==> src/rtl/multicycle_control_unit.sv <==
// Multicycle MIPS control FSM: FETCH/DECODE/EXEC/MEM/WB sequencing with ihit/dhit handshakes,
// a memory-wait watchdog and a retired-instruction counter.
module multicycle_control_unit #(
    parameter int unsigned DATA_W    = 32,
    parameter int unsigned TIMEOUT_W = 8,
    parameter int unsigned CNT_W     = 32
) (
    input  logic              CLK,
    input  logic              nRST,
    input  logic              ihit,
    input  logic              dhit,
    input  logic [DATA_W-1:0] imemload,
    input  logic              zero,
    output logic              imemREN,
    output logic              dREN,
    output logic              dWEN,
    output logic              IRWr,
    output logic              PCWr,
    output logic [1:0]        PCsrc,
    output logic              RegWr,
    output logic [DATA_W-1:0] instr,
    output logic [2:0]        state,
    output logic              halt,
    output logic              bus_err,
    output logic [CNT_W-1:0]  instret
);

    typedef enum logic [2:0] {
        StFetch  = 3'd0,
        StDecode = 3'd1,
        StExec   = 3'd2,
        StMem    = 3'd3,
        StWb     = 3'd4,
        StHalt   = 3'd5
    } state_e;

    localparam logic [5:0] OpRtype = 6'h00;
    localparam logic [5:0] OpJ     = 6'h02;
    localparam logic [5:0] OpJal   = 6'h03;
    localparam logic [5:0] OpBeq   = 6'h04;
    localparam logic [5:0] OpBne   = 6'h05;
    localparam logic [5:0] OpLw    = 6'h23;
    localparam logic [5:0] OpSw    = 6'h2B;
    localparam logic [5:0] OpHalt  = 6'h3F;
    localparam logic [5:0] FnJr    = 6'h08;

    state_e                 state_q, state_d;
    logic [DATA_W-1:0]      instr_q, instr_d;
    logic                   halt_q, halt_d;
    logic                   bus_err_q, bus_err_d;
    logic [CNT_W-1:0]       instret_q, instret_d;
    logic [TIMEOUT_W-1:0]   wait_cnt_q, wait_cnt_d;

    logic [5:0]             opcode;
    logic [5:0]             funct;
    logic                   wait_tick;
    logic [TIMEOUT_W-1:0]   wait_inc;

    assign opcode   = instr_q[31:26];
    assign funct    = instr_q[5:0];
    assign wait_inc = wait_cnt_q + TIMEOUT_W'(1);

    always_comb begin
        state_d   = state_q;
        instr_d   = instr_q;
        halt_d    = halt_q;
        bus_err_d = bus_err_q;
        instret_d = instret_q;
        imemREN   = 1'b0;
        dREN      = 1'b0;
        dWEN      = 1'b0;
        IRWr      = 1'b0;
        PCWr      = 1'b0;
        PCsrc     = 2'b00;
        RegWr     = 1'b0;
        wait_tick = 1'b0;

        case (state_q)
            StFetch: begin
                imemREN = 1'b1;
                if (ihit) begin
                    IRWr    = 1'b1;
                    PCWr    = 1'b1;
                    instr_d = imemload;
                    state_d = StDecode;
                end else begin
                    wait_tick = 1'b1;
                end
            end
            StDecode: begin
                if (opcode == OpHalt) begin
                    state_d = StHalt;
                end else if (opcode == OpJ || opcode == OpJal) begin
                    PCWr    = 1'b1;
                    PCsrc   = 2'b10;
                    RegWr   = (opcode == OpJal);
                    state_d = StFetch;
                end else if (opcode == OpRtype && funct == FnJr) begin
                    PCWr    = 1'b1;
                    PCsrc   = 2'b11;
                    state_d = StFetch;
                end else begin
                    state_d = StExec;
                end
            end
            StExec: begin
                case (opcode)
                    OpBeq, OpBne: begin
                        if ((opcode == OpBeq) == zero) begin
                            PCWr  = 1'b1;
                            PCsrc = 2'b01;
                        end
                        state_d = StFetch;
                    end
                    OpLw, OpSw: state_d = StMem;
                    // R-type and ADDI/ADDIU/SLTI/SLTIU/ANDI/ORI/XORI/LUI
                    OpRtype, 6'h08, 6'h09, 6'h0A, 6'h0B,
                    6'h0C, 6'h0D, 6'h0E, 6'h0F: state_d = StWb;
                    default: state_d = StFetch;
                endcase
            end
            StMem: begin
                if (opcode == OpLw) begin
                    dREN = 1'b1;
                    if (dhit) state_d = StWb;
                    else      wait_tick = 1'b1;
                end else if (opcode == OpSw) begin
                    dWEN = 1'b1;
                    if (dhit) state_d = StFetch;
                    else      wait_tick = 1'b1;
                end else begin
                    state_d = StFetch;
                end
            end
            StWb: begin
                RegWr   = 1'b1;
                state_d = StFetch;
            end
            StHalt:  state_d = StHalt;
            default: state_d = StFetch;
        endcase

        // Fires on the (2^TIMEOUT_W-1)th consecutive wait cycle; a hit that cycle wins.
        if (wait_tick && (&wait_inc)) begin
            state_d   = StHalt;
            bus_err_d = 1'b1;
        end

        if (state_d == StHalt) halt_d = 1'b1;

        if (state_d == StFetch && state_q != StFetch) instret_d = instret_q + CNT_W'(1);

        if (state_d != state_q) wait_cnt_d = '0;
        else if (wait_tick)     wait_cnt_d = wait_inc;
        else                    wait_cnt_d = '0;
    end

    always_ff @(posedge CLK or negedge nRST) begin
        if (!nRST) begin
            state_q    <= StFetch;
            instr_q    <= '0;
            halt_q     <= 1'b0;
            bus_err_q  <= 1'b0;
            instret_q  <= '0;
            wait_cnt_q <= '0;
        end else begin
            state_q    <= state_d;
            instr_q    <= instr_d;
            halt_q     <= halt_d;
            bus_err_q  <= bus_err_d;
            instret_q  <= instret_d;
            wait_cnt_q <= wait_cnt_d;
        end
    end

    assign instr   = instr_q;
    assign state   = state_q;
    assign halt    = halt_q;
    assign bus_err = bus_err_q;
    assign instret = instret_q;

endmodule

==> config.mk <==
export PLATFORM = sky130hd
export DESIGN_NAME = multicycle_control_unit
export DESIGN_NICKNAME = d
export VERILOG_FILES = /design/src/rtl/multicycle_control_unit.sv
export SDC_FILE = /design/constraint.sdc
export NUM_CORES = 1
export LEC_CHECK = 0
export ABC_AREA = 1
export CAP_MARGIN = 20
export CELL_PAD_IN_SITES_DETAIL_PLACEMENT = 1
export CELL_PAD_IN_SITES_GLOBAL_PLACEMENT = 2
export CORE_MARGIN = 2
export CORE_UTILIZATION = 29
export DETAILED_ROUTE_END_ITERATION = 16
export GPL_TIMING_DRIVEN = 0
export PLACE_DENSITY = 0.95
export SLEW_MARGIN = 20
export SYNTH_ARGS = -nofsm -noshare
export SYNTH_HDL_FRONTEND = slang
export SYNTH_SLANG_ARGS = --single-unit
==> constraint.sdc <==
create_clock -name CLK -period 3.2 [get_ports CLK]
set_clock_uncertainty 0.05 [all_clocks]
set_input_delay 0.48 -clock CLK [delete_from_list [all_inputs] [get_ports CLK]]
set_output_delay 0.48 -clock CLK [all_outputs]
set_load 0.01 [all_outputs]
Word level (Yosys, flattened, before mapping). Index checks and enable logic that the tools add are counted.

Register bits: 77. Input port bits: 37. Logic and storage cells: 86.

Add/subtract/negate cells: 2. Equal/unequal tests: 24. Muxes and demuxes: 41. Reductions and logical operators: 13.

Operators by type and width (number): 6-bit by 4-bit equality test with 1-bit output, second input constant (9); 32-bit by 1-bit adder with 32-bit output, second input constant (1); 1-bit two-way mux (21); 3-bit two-way mux (7); 6-bit equality test, second input constant (3); 8-bit two-way mux (2); 3-bit one-hot mux with 5 select lines (1); 6-bit by 2-bit equality test with 1-bit output, second input constant (2); 6-bit by 3-bit equality test with 1-bit output, second input constant (2); 2-bit two-way mux (5); 3-bit equality test, second input constant (3); 9-bit OR reduction (1); 8-bit by 1-bit adder with 8-bit output, second input constant (1); 8-bit AND reduction (1); 3-bit by 2-bit equality test with 1-bit output, second input constant (2); 3-bit logical NOT (2); 6-bit logical NOT (1); 3-bit one-hot mux with 2 select lines (1); 1-bit one-hot mux with 2 select lines (2); 2-bit one-hot mux with 2 select lines (1); 2-bit OR reduction (2); 3-bit by 1-bit equality test with 1-bit output, second input constant (1); 1-bit logical AND (3); 3-bit != test (1); other kinds (5) (5).

Longest topological paths before layout. Gate-level depths: netlist of run 1.

Depth in word-level cells: 9. Gate-level depth with buffers: 15.

Least setup slack after synthesis of run 1. Ideal clock, no wire load.

Path kind: register to register. From: register instr_q[29] (netlist: instr[29]). To: register instret_q[25] (netlist: instret[25]). Library setup time: 117 ps. Data arrival time: 1811 ps. Data required time: 3033 ps. Slack: 1222 ps. Cell stages (with the launch flop): 11. Path through: dfrtp_1 inv_2 nand2_2 or3_1 nand3_1 nand2_1 nor3_4 nand2_8 buf_6 nand2_1 nand2_1.

Word-level cells in the longest chain between the ends: 9. Elaborated cells between the ends (all ways): 32.

RTL lines: from (decl) (line 48) `logic [DATA_W-1:0] instr_q, instr_d;`; from (signal assigned) (line 168) `instr_q <= instr_d;`; parallel branches: the longest is 6 deep, another holds 9-bit OR reduction; 3-bit two-way mux (*) (line 144) `if (wait_tick && (&wait_inc)) begin`; 3-bit logical NOT (*) (line 151) `if (state_d == StFetch && state_q != StFetch) instret_d = instret_q + CNT_W'(1);`; 1-bit logical AND (*) (line 151); to (signal assigned) (line 171) `instret_q <= instret_d;`; to (decl) (line 51) `logic [CNT_W-1:0] instret_q, instret_d;`.

Mark *: on every way between the ends. A chain may end at the register's enable or synchronous reset.

Worst setup path after layout of run 1.
From: register state_q[0] (netlist: state[0]). To: output port IRWr.

Word-level cells in the longest chain between the ends: 2.

RTL lines: from (decl) (line 47) `state_e state_q, state_d;`; from (signal assigned) (line 160) `state_q <= StFetch;`; from (signal assigned) (line 167) `state_q <= state_d;`; 3-bit logical NOT (line 78) `case (state_q)`; 1-bit two-way mux (line 78); to (decl) (line 17) `output logic IRWr,`.

Every way passes these cells.

==> impl_results.md, run 1 <==
* Vias at 4,186
* Final std cells w/o fill at a little under 900
* Die X at 124.6 µm
* Yosys cell types at 35
* Hold Slack at roughly 21 ps
* Req. time, crit path at 2670 ps
* Net count after synthesis at 598
* Detailed placer's ending HPWL at between 10 and 15 mm
* CP Class: reg -> out
* Post-DR wirelength/cell at 15.77 µm
* H-tree depth at 3
* GPL Wtd Cong at 0.8792
* Die area at 0.01553 mm²
* Setup TNS Final at 0 ps
* Leading cell type in the layout, fill and taps excluded: nand2_1
* Sink Count at 77
* Top cell type by total area after synthesis: dfrtp_1
* # setup viols final at 0
* Crit start category: flip-flop
* Core Region at about 0.014 mm²
* Register area share after synthesis at a little under half
* Crit Reg-Reg Startpoint: state[0]
* Highest Clock Rate at between 300 and 400 MHz
* Die H at between 100 and 150 µm
* Static Leak at approximately 0.0027 µW
* Hold Path Class: in -> async
* Cts repair resizes at 0
* Fillers at about 1,700
* Cell count after placement at approximately 860
* Nets at approximately 720
* PortBufs at 113
* Largest net degree at the start of global routing at roughly 50
* Setup repair bufs after CTS at 0
* Initial Util at between 20% and 30%
* Final wirelength at around 14 mm
* Root buf cell: clkbuf_16
* Post-synth ARST share at 100.0%
* Top cell type's share of synthesized area at between 40% and 50%
* Syn Inst Count at between 500 and 600
* Slew Viols, Final at 0
* Final-report hold violation count at 0
* Power density cells at between 700 and 800 mW/mm²
* Min Tclk post-route at 2862 ps
* Status: complete, no violations
* Clk Latency, worst-skew pair at approximately 340 ps
* Actual slew at the worst max-slew pin at roughly 590 ps
* Worst-path clk slew at around 60 ps
* Area contributors post-synth: dfrtp_1 46%, nand2_1 20%, nand3_1 5.8%
* Fin area at slightly below 0.006 mm²
* Reg-to-reg endpoint: instret[28]
* Critical path arrival at 2330 ps
* Synth warn at 0
* IO Pins at around 110
* Total CTS buffers at 9
* Cell Area, Synth at between 0.004 and 0.005 mm²
* Critical path endpoint category: output port
* IR drop worst, VDD at between 0.3 and 0.4 mV
* Antenna viol nets, final at 0
* Avg Cell Area, Syn at 7.559 µm²
* Area grow syn2layout at 39.60%
* Share of cells above drive strength 1 at about 7.2%
* Most frequent cells in the layout: 230 x nand2_1, 112 x clkdlybuf4s50_1, 77 x dfrtp_1
* FF+latch count, synth at 77
* Antenna violations before repair at 0
* Rel. slew slack at roughly three fifths
* Grt ovf at 0
* First-pass GRT wire length at 22.89 mm
* R2R setup slack at 780 ps
* Max Cap Viol at 0
* Reg2reg path depth at 10
* Clock buffer depth at 2
* Placed cell areas at about 0.0056 mm²
* First-pass DRT Iterations at 4
* RSZ-0062 raised after global routing: false
* Ant diodes at 0
* Vias/cell at roughly 4.8
* Hold_buf cts at 0
* GRT Overall Usage at between 10% and 20%
* Iteration-0 DRC Markers at approximately 130
* CP max FO at 10
* EDFF count, synth at 0
* Number of global-route vias before repair at roughly 4,400
* CTS tree: yes
* Cell row count at 44
* Top FF cell, synth: dfrtp_1
* DRC at 0
* Crit share post-route at between 80 and 90%
-- power breakdown --
part	internal [µW]	total, µW	switching [µW]	leakage, µW
registers	1220	1450	225	0.00101
clock network	632	1020	387	0.000143
logic	836	1940	1100	0.00157
total	2690	4410	1720	0.00272
-- final cells by class --
| type | count | area, µm² | area share [%] |
|---|---|---|---|
| multi-input combinational | 427 | 2053 | 34.87 |
| sequential | 77 | 1927 | 32.72 |
| timing repair buffer | 114 | 1156 | 19.63 |
| clock buffer | 11 | 252.7 | 4.292 |
| tap | 184 | 230.2 | 3.910 |
| inverter | 41 | 156.4 | 2.656 |
| buffer | 12 | 77.57 | 1.317 |
| clock inverter | 2 | 35.03 | 0.5950 |
-- kinds of logic after synthesis --
| kind of cell | after synthesis | share of synthesized area (%) |
|---|---|---|
| and+or+nand+nor | 371 | 37.76 |
| DFF | 77 | 45.68 |
| buffers and inverters | 54 | 5.636 |
| xor gates and xnor gates | 32 | 6.645 |
| AOI/OAI and AO/OA | 21 | 3.382 |
| adders and majority gates | 3 | 0.8900 |
-- worst max path at each step --
stage | cells after the start | to | startpoint
2_1_floorplan | 10 | instret[25] | instr[29]
3_3_place_gp | 1 | instret[24] | nRST
3_5_place_dp | 7 | PCWr | ihit
4_1_cts | 7 | PCWr | state[0]
5_1_grt | 5 | IRWr | state[0]
6_report | 5 | IRWr | state[0]
-- Yosys cell counts, types with 2 or more instances --
cell,count
dfrtp_1,77
nand4_1,9
nand3b_1,2
ha_1,3
nor3_1,16
buf_1,2
buf_4,2
nor2_1,44
clkbuf_1,4
o21bai_1,2
nand3_2,2
o21ai_2,5
inv_1,32
inv_2,8
buf_6,3
nand2_2,5
nor2_2,2
nand2_1,230
o21ai_0,9
xnor2_1,17
buf_2,2
xor2_1,15
nand3_1,49
nor4_1,7
-- flip-flops by register name, indices dropped and copies added (netlist names) --
signal,count
wait_cnt_q,8
instr,32
halt,1
state,3
bus_err,1
instret,32
-- worst max-delay path: stages, from the launching register on --
cell and delay, ps:
dfrtp_1 460, nor2_1 210, nand2_2 100, nor2_2 210
buf_1 380, clkdlybuf4s50_1 620
-- per-stage QoR --
step | worst slack (ps) | total power (µW) | utilization [%]
floorplan | 1222 | 2464 | -
global placement | -1228 | 3359 | 38.83
detailed placement | 236.5 | 3435 | 39.00
CTS | 124.1 | 4475 | 41.00
global route | 175.1 | 4735 | 40.98
finish | 338.1 | 4407 | 40.98
-- per-layer routing --
layer / wire length, µm / GRT usage, %
met5: 0 / 0
met4: 272 / 7.336
met3: 353 / 2.620
met2: 6759 / 30.63
met1: 6304 / 23.83
(Power assumes the default switching activity.)
==> inputs of run 2 (changes only) <==
Settings changed: REMOVE_ABC_BUFFERS from default to 1.
==> run 2 against run 1 <==
  * Via count down 1.1%
  * Clock-buffer cell count decreased by 1
  * Global-route usage increased by 0.25 points
  * Non-clock buffer count decreased by 9
  * Routed wire length is 1.4% higher
  * Combinational power about the same
  * Sequential share of layout area shrank 0.17 points
  * Register-to-register slack worse by 400 ps
  * Largest power group unchanged
  * Highest routed layer unchanged
==> impl_results.md, run 2 (synthesized netlist as in run 1, its figures left out) <==
* Largest stage delay, worst path at just under 600 ps
* Comb power frac at 42.6%
* Core Region at approximately 0.014 mm²
* CP max FO at 30
* Initial Util at about 29%
* H-tree depth at 3
* Area occupied by registers at ~0.0019 mm²
* Worst-path clk slew at approximately 60 ps
* Sw frac at between 30% and 40%
* Actual slew at the worst max-slew pin at approximately 640 ps
* DR top layer: met4
* Antenna violations before repair at 0
* Met2 WL at slightly above 7 mm
* Die H at 124.6 µm
* Min Tclk post-route at 3024 ps
* Hold Path Class: in -> async
* Cell row count at 44
* Number of global-route vias before repair at about 4,500
* Switching power at 1796 µW
* Hold_buf cts at 0
* R2R setup slack at around 380 ps
* GRT Overall Usage at 18.55%
* Fin area at 0.005918 mm²
* DRC at 0
* Crit share post-route at 94.50%
* Reg-to-reg endpoint: instret[2]
* Power Internal at ~2700 µW
* IR drop worst, VDD at 0.3459 mV
* Ant diodes at 0
* Hold Slack at just under 50 ps
* Root buf cell: clkbuf_16
* PortBufs at between 100 and 150
* Die area at approximately 0.016 mm²
* Critical path arrival at between 2000 and 2500 ps
* Sink Count at just under 80
* CP max stage cell: clkdlybuf4s50_1
* Static Leak at roughly 0.0027 µW
* Clock power share at 25.3%
* Routed length on met3 at about 390 µm
* Placed cell areas at around 0.0056 mm²
* GPL Wtd Cong at slightly below 0.9
* Power density cells at 765.3 mW/mm²
* Crit Reg-Reg Startpoint: state[0]
* Vias at between 4,000 and 5,000
* Leading cell type in the layout, fill and taps excluded: nand2_1
* Cells along the critical path: nor2_1, nand2_2, nor2_4, buf_16, inv_2, o211ai_1, clkdlybuf4s50_1
* Metal-1 WL at ~6 mm
* Share of cells above drive strength 1 at approximately 7.2%
* IO Pins at roughly 110
* Total CTS buffers at 9
* Max Cap Viol at 0
* RSZ-0062 raised after global routing: false
* Slew Viols, Final at 0
* Multi-input gate area at between 0.002 and 0.0025 mm²
* Iteration-0 DRC Markers at 220
* Reg2reg path depth at 10
* CP Class: reg -> out
* Antenna viol nets, final at 0
* Nets at between 700 and 800
* CTS tree: yes
* Post-DR wirelength/cell at ~16 µm
* Critical path endpoint category: output port
* First-pass DRT Iterations at 4
* Grt ovf at 0
* Status: complete, no violations
* Final wirelength at between 10 and 15 mm
* Detailed placer's ending HPWL at between 10 and 15 mm
* Fillers at 1,759
* Vias/cell at 4.797
* Req. time, crit path at approximately 2700 ps
* Most frequent cells in the layout: 230 x nand2_1, 112 x clkdlybuf4s50_1, 77 x dfrtp_1
* Final-report hold violation count at 0
* Largest net degree at the start of global routing at between 40 and 50
* Clk Latency, worst-skew pair at between 300 and 400 ps
* Rel. slew slack at between 50 and 60%
* Die X at 124.6 µm
* Highest Clock Rate at approximately 330 MHz
* Crit path buf inv count at 3
* Clock buffer depth at 2
* # setup viols final at 0
* Crit start category: flip-flop
* Delay-heaviest family, CP: buffers and inverters
* Register share of total power at between 30% and 40%
* First-pass GRT wire length at roughly 23 mm
* Area grow syn2layout at 40.31%
run 2: cell types whose count changed in the layout (fill, tap and decap cells not counted), sizes merged, moves of 2 or more:
cell      previous run  this run
buf                 11         5
clkbuf              14        10
clkinvlp             0         2
inv                 41        43
run 2: worst max path at each step:
stage	start	slack (ps)	end	cells past startpoint
after floorplan	state[0]	410	wait_cnt_q[0]	10
after global placement	nRST	-1200	instret[25]	1
after detailed placement	ihit	-610	instret[2]	9
after CTS	state[0]	7	PCWr	7
after global routing	state[0]	20	PCWr	7
final	state[0]	180	PCWr	7
run 2: area by class of cell:
type                       instances  share of cell area (%)
tap                              184                   3.890
multi-input combinational        428                   35.05
clock inverter                     6                   1.564
clock buffer                      10                   4.038
inverter                          41                   2.643
timing repair buffer             117                   20.25
sequential                        77                   32.56
run 2: repair_timing:
action / 4_1_cts / 5_1_grt
endpoints found under the setup margin: 32 / 14
resized for setup: 0 / 1
pin swaps: 1 / 1
setup buffers: 1 / 1
gates cloned: 1 / 0
endpoints found under the hold margin: 0 / 0
run 2: worst register-to-register path: stages, from the launching register on:
cell and delay, ps:
dfrtp_1 500, nor2_1 130, nand2_2 110, nor2_4 60
buf_16 160, inv_2 370, nand3_1 430, nor3_4 410
nand2_8 230, nand2_1 120, o21ai_0 100
run 2: layer usage:
| metal | vias to the layer above | GRT usage [%] |
|---|---|---|
| li1 | 2008 | - |
| met1 | 2036 | 23.17 |
| met2 | 75 | 32.59 |
| met3 | 21 | 2.405 |
| met4 | 0 | 7.072 |
| met5 | - | 0 |
run 2: power by group through the flow:
stage          sequential, µW  clock, µW  combinational, µW
4_1_cts                  1450       1170               1950
2_1_floorplan            1530          0                821
5_1_grt                  1490       1220               2130
3_5_place_dp             1470          0               1870
6_report                 1450       1150               1930
3_3_place_gp             1450          0               1770
run 2: metrics by stage:
| step | power, µW | std cells | util (%) | worst slack [ps] | TNS, ps |
|---|---|---|---|---|---|
| after floorplan | 2354 | 545 | - | 411.9 | 0 |
| after detailed placement | 3338 | 844 | 38.66 | -609.6 | -16380 |
| after global routing | 4834 | 863 | 41.19 | 16.35 | 0 |
| final | 4529 | 863 | 41.19 | 176.0 | 0 |
| after global placement | 3220 | 842 | 38.26 | -1195 | -121750 |
| after CTS | 4570 | 862 | 41.09 | 6.503 | 0 |
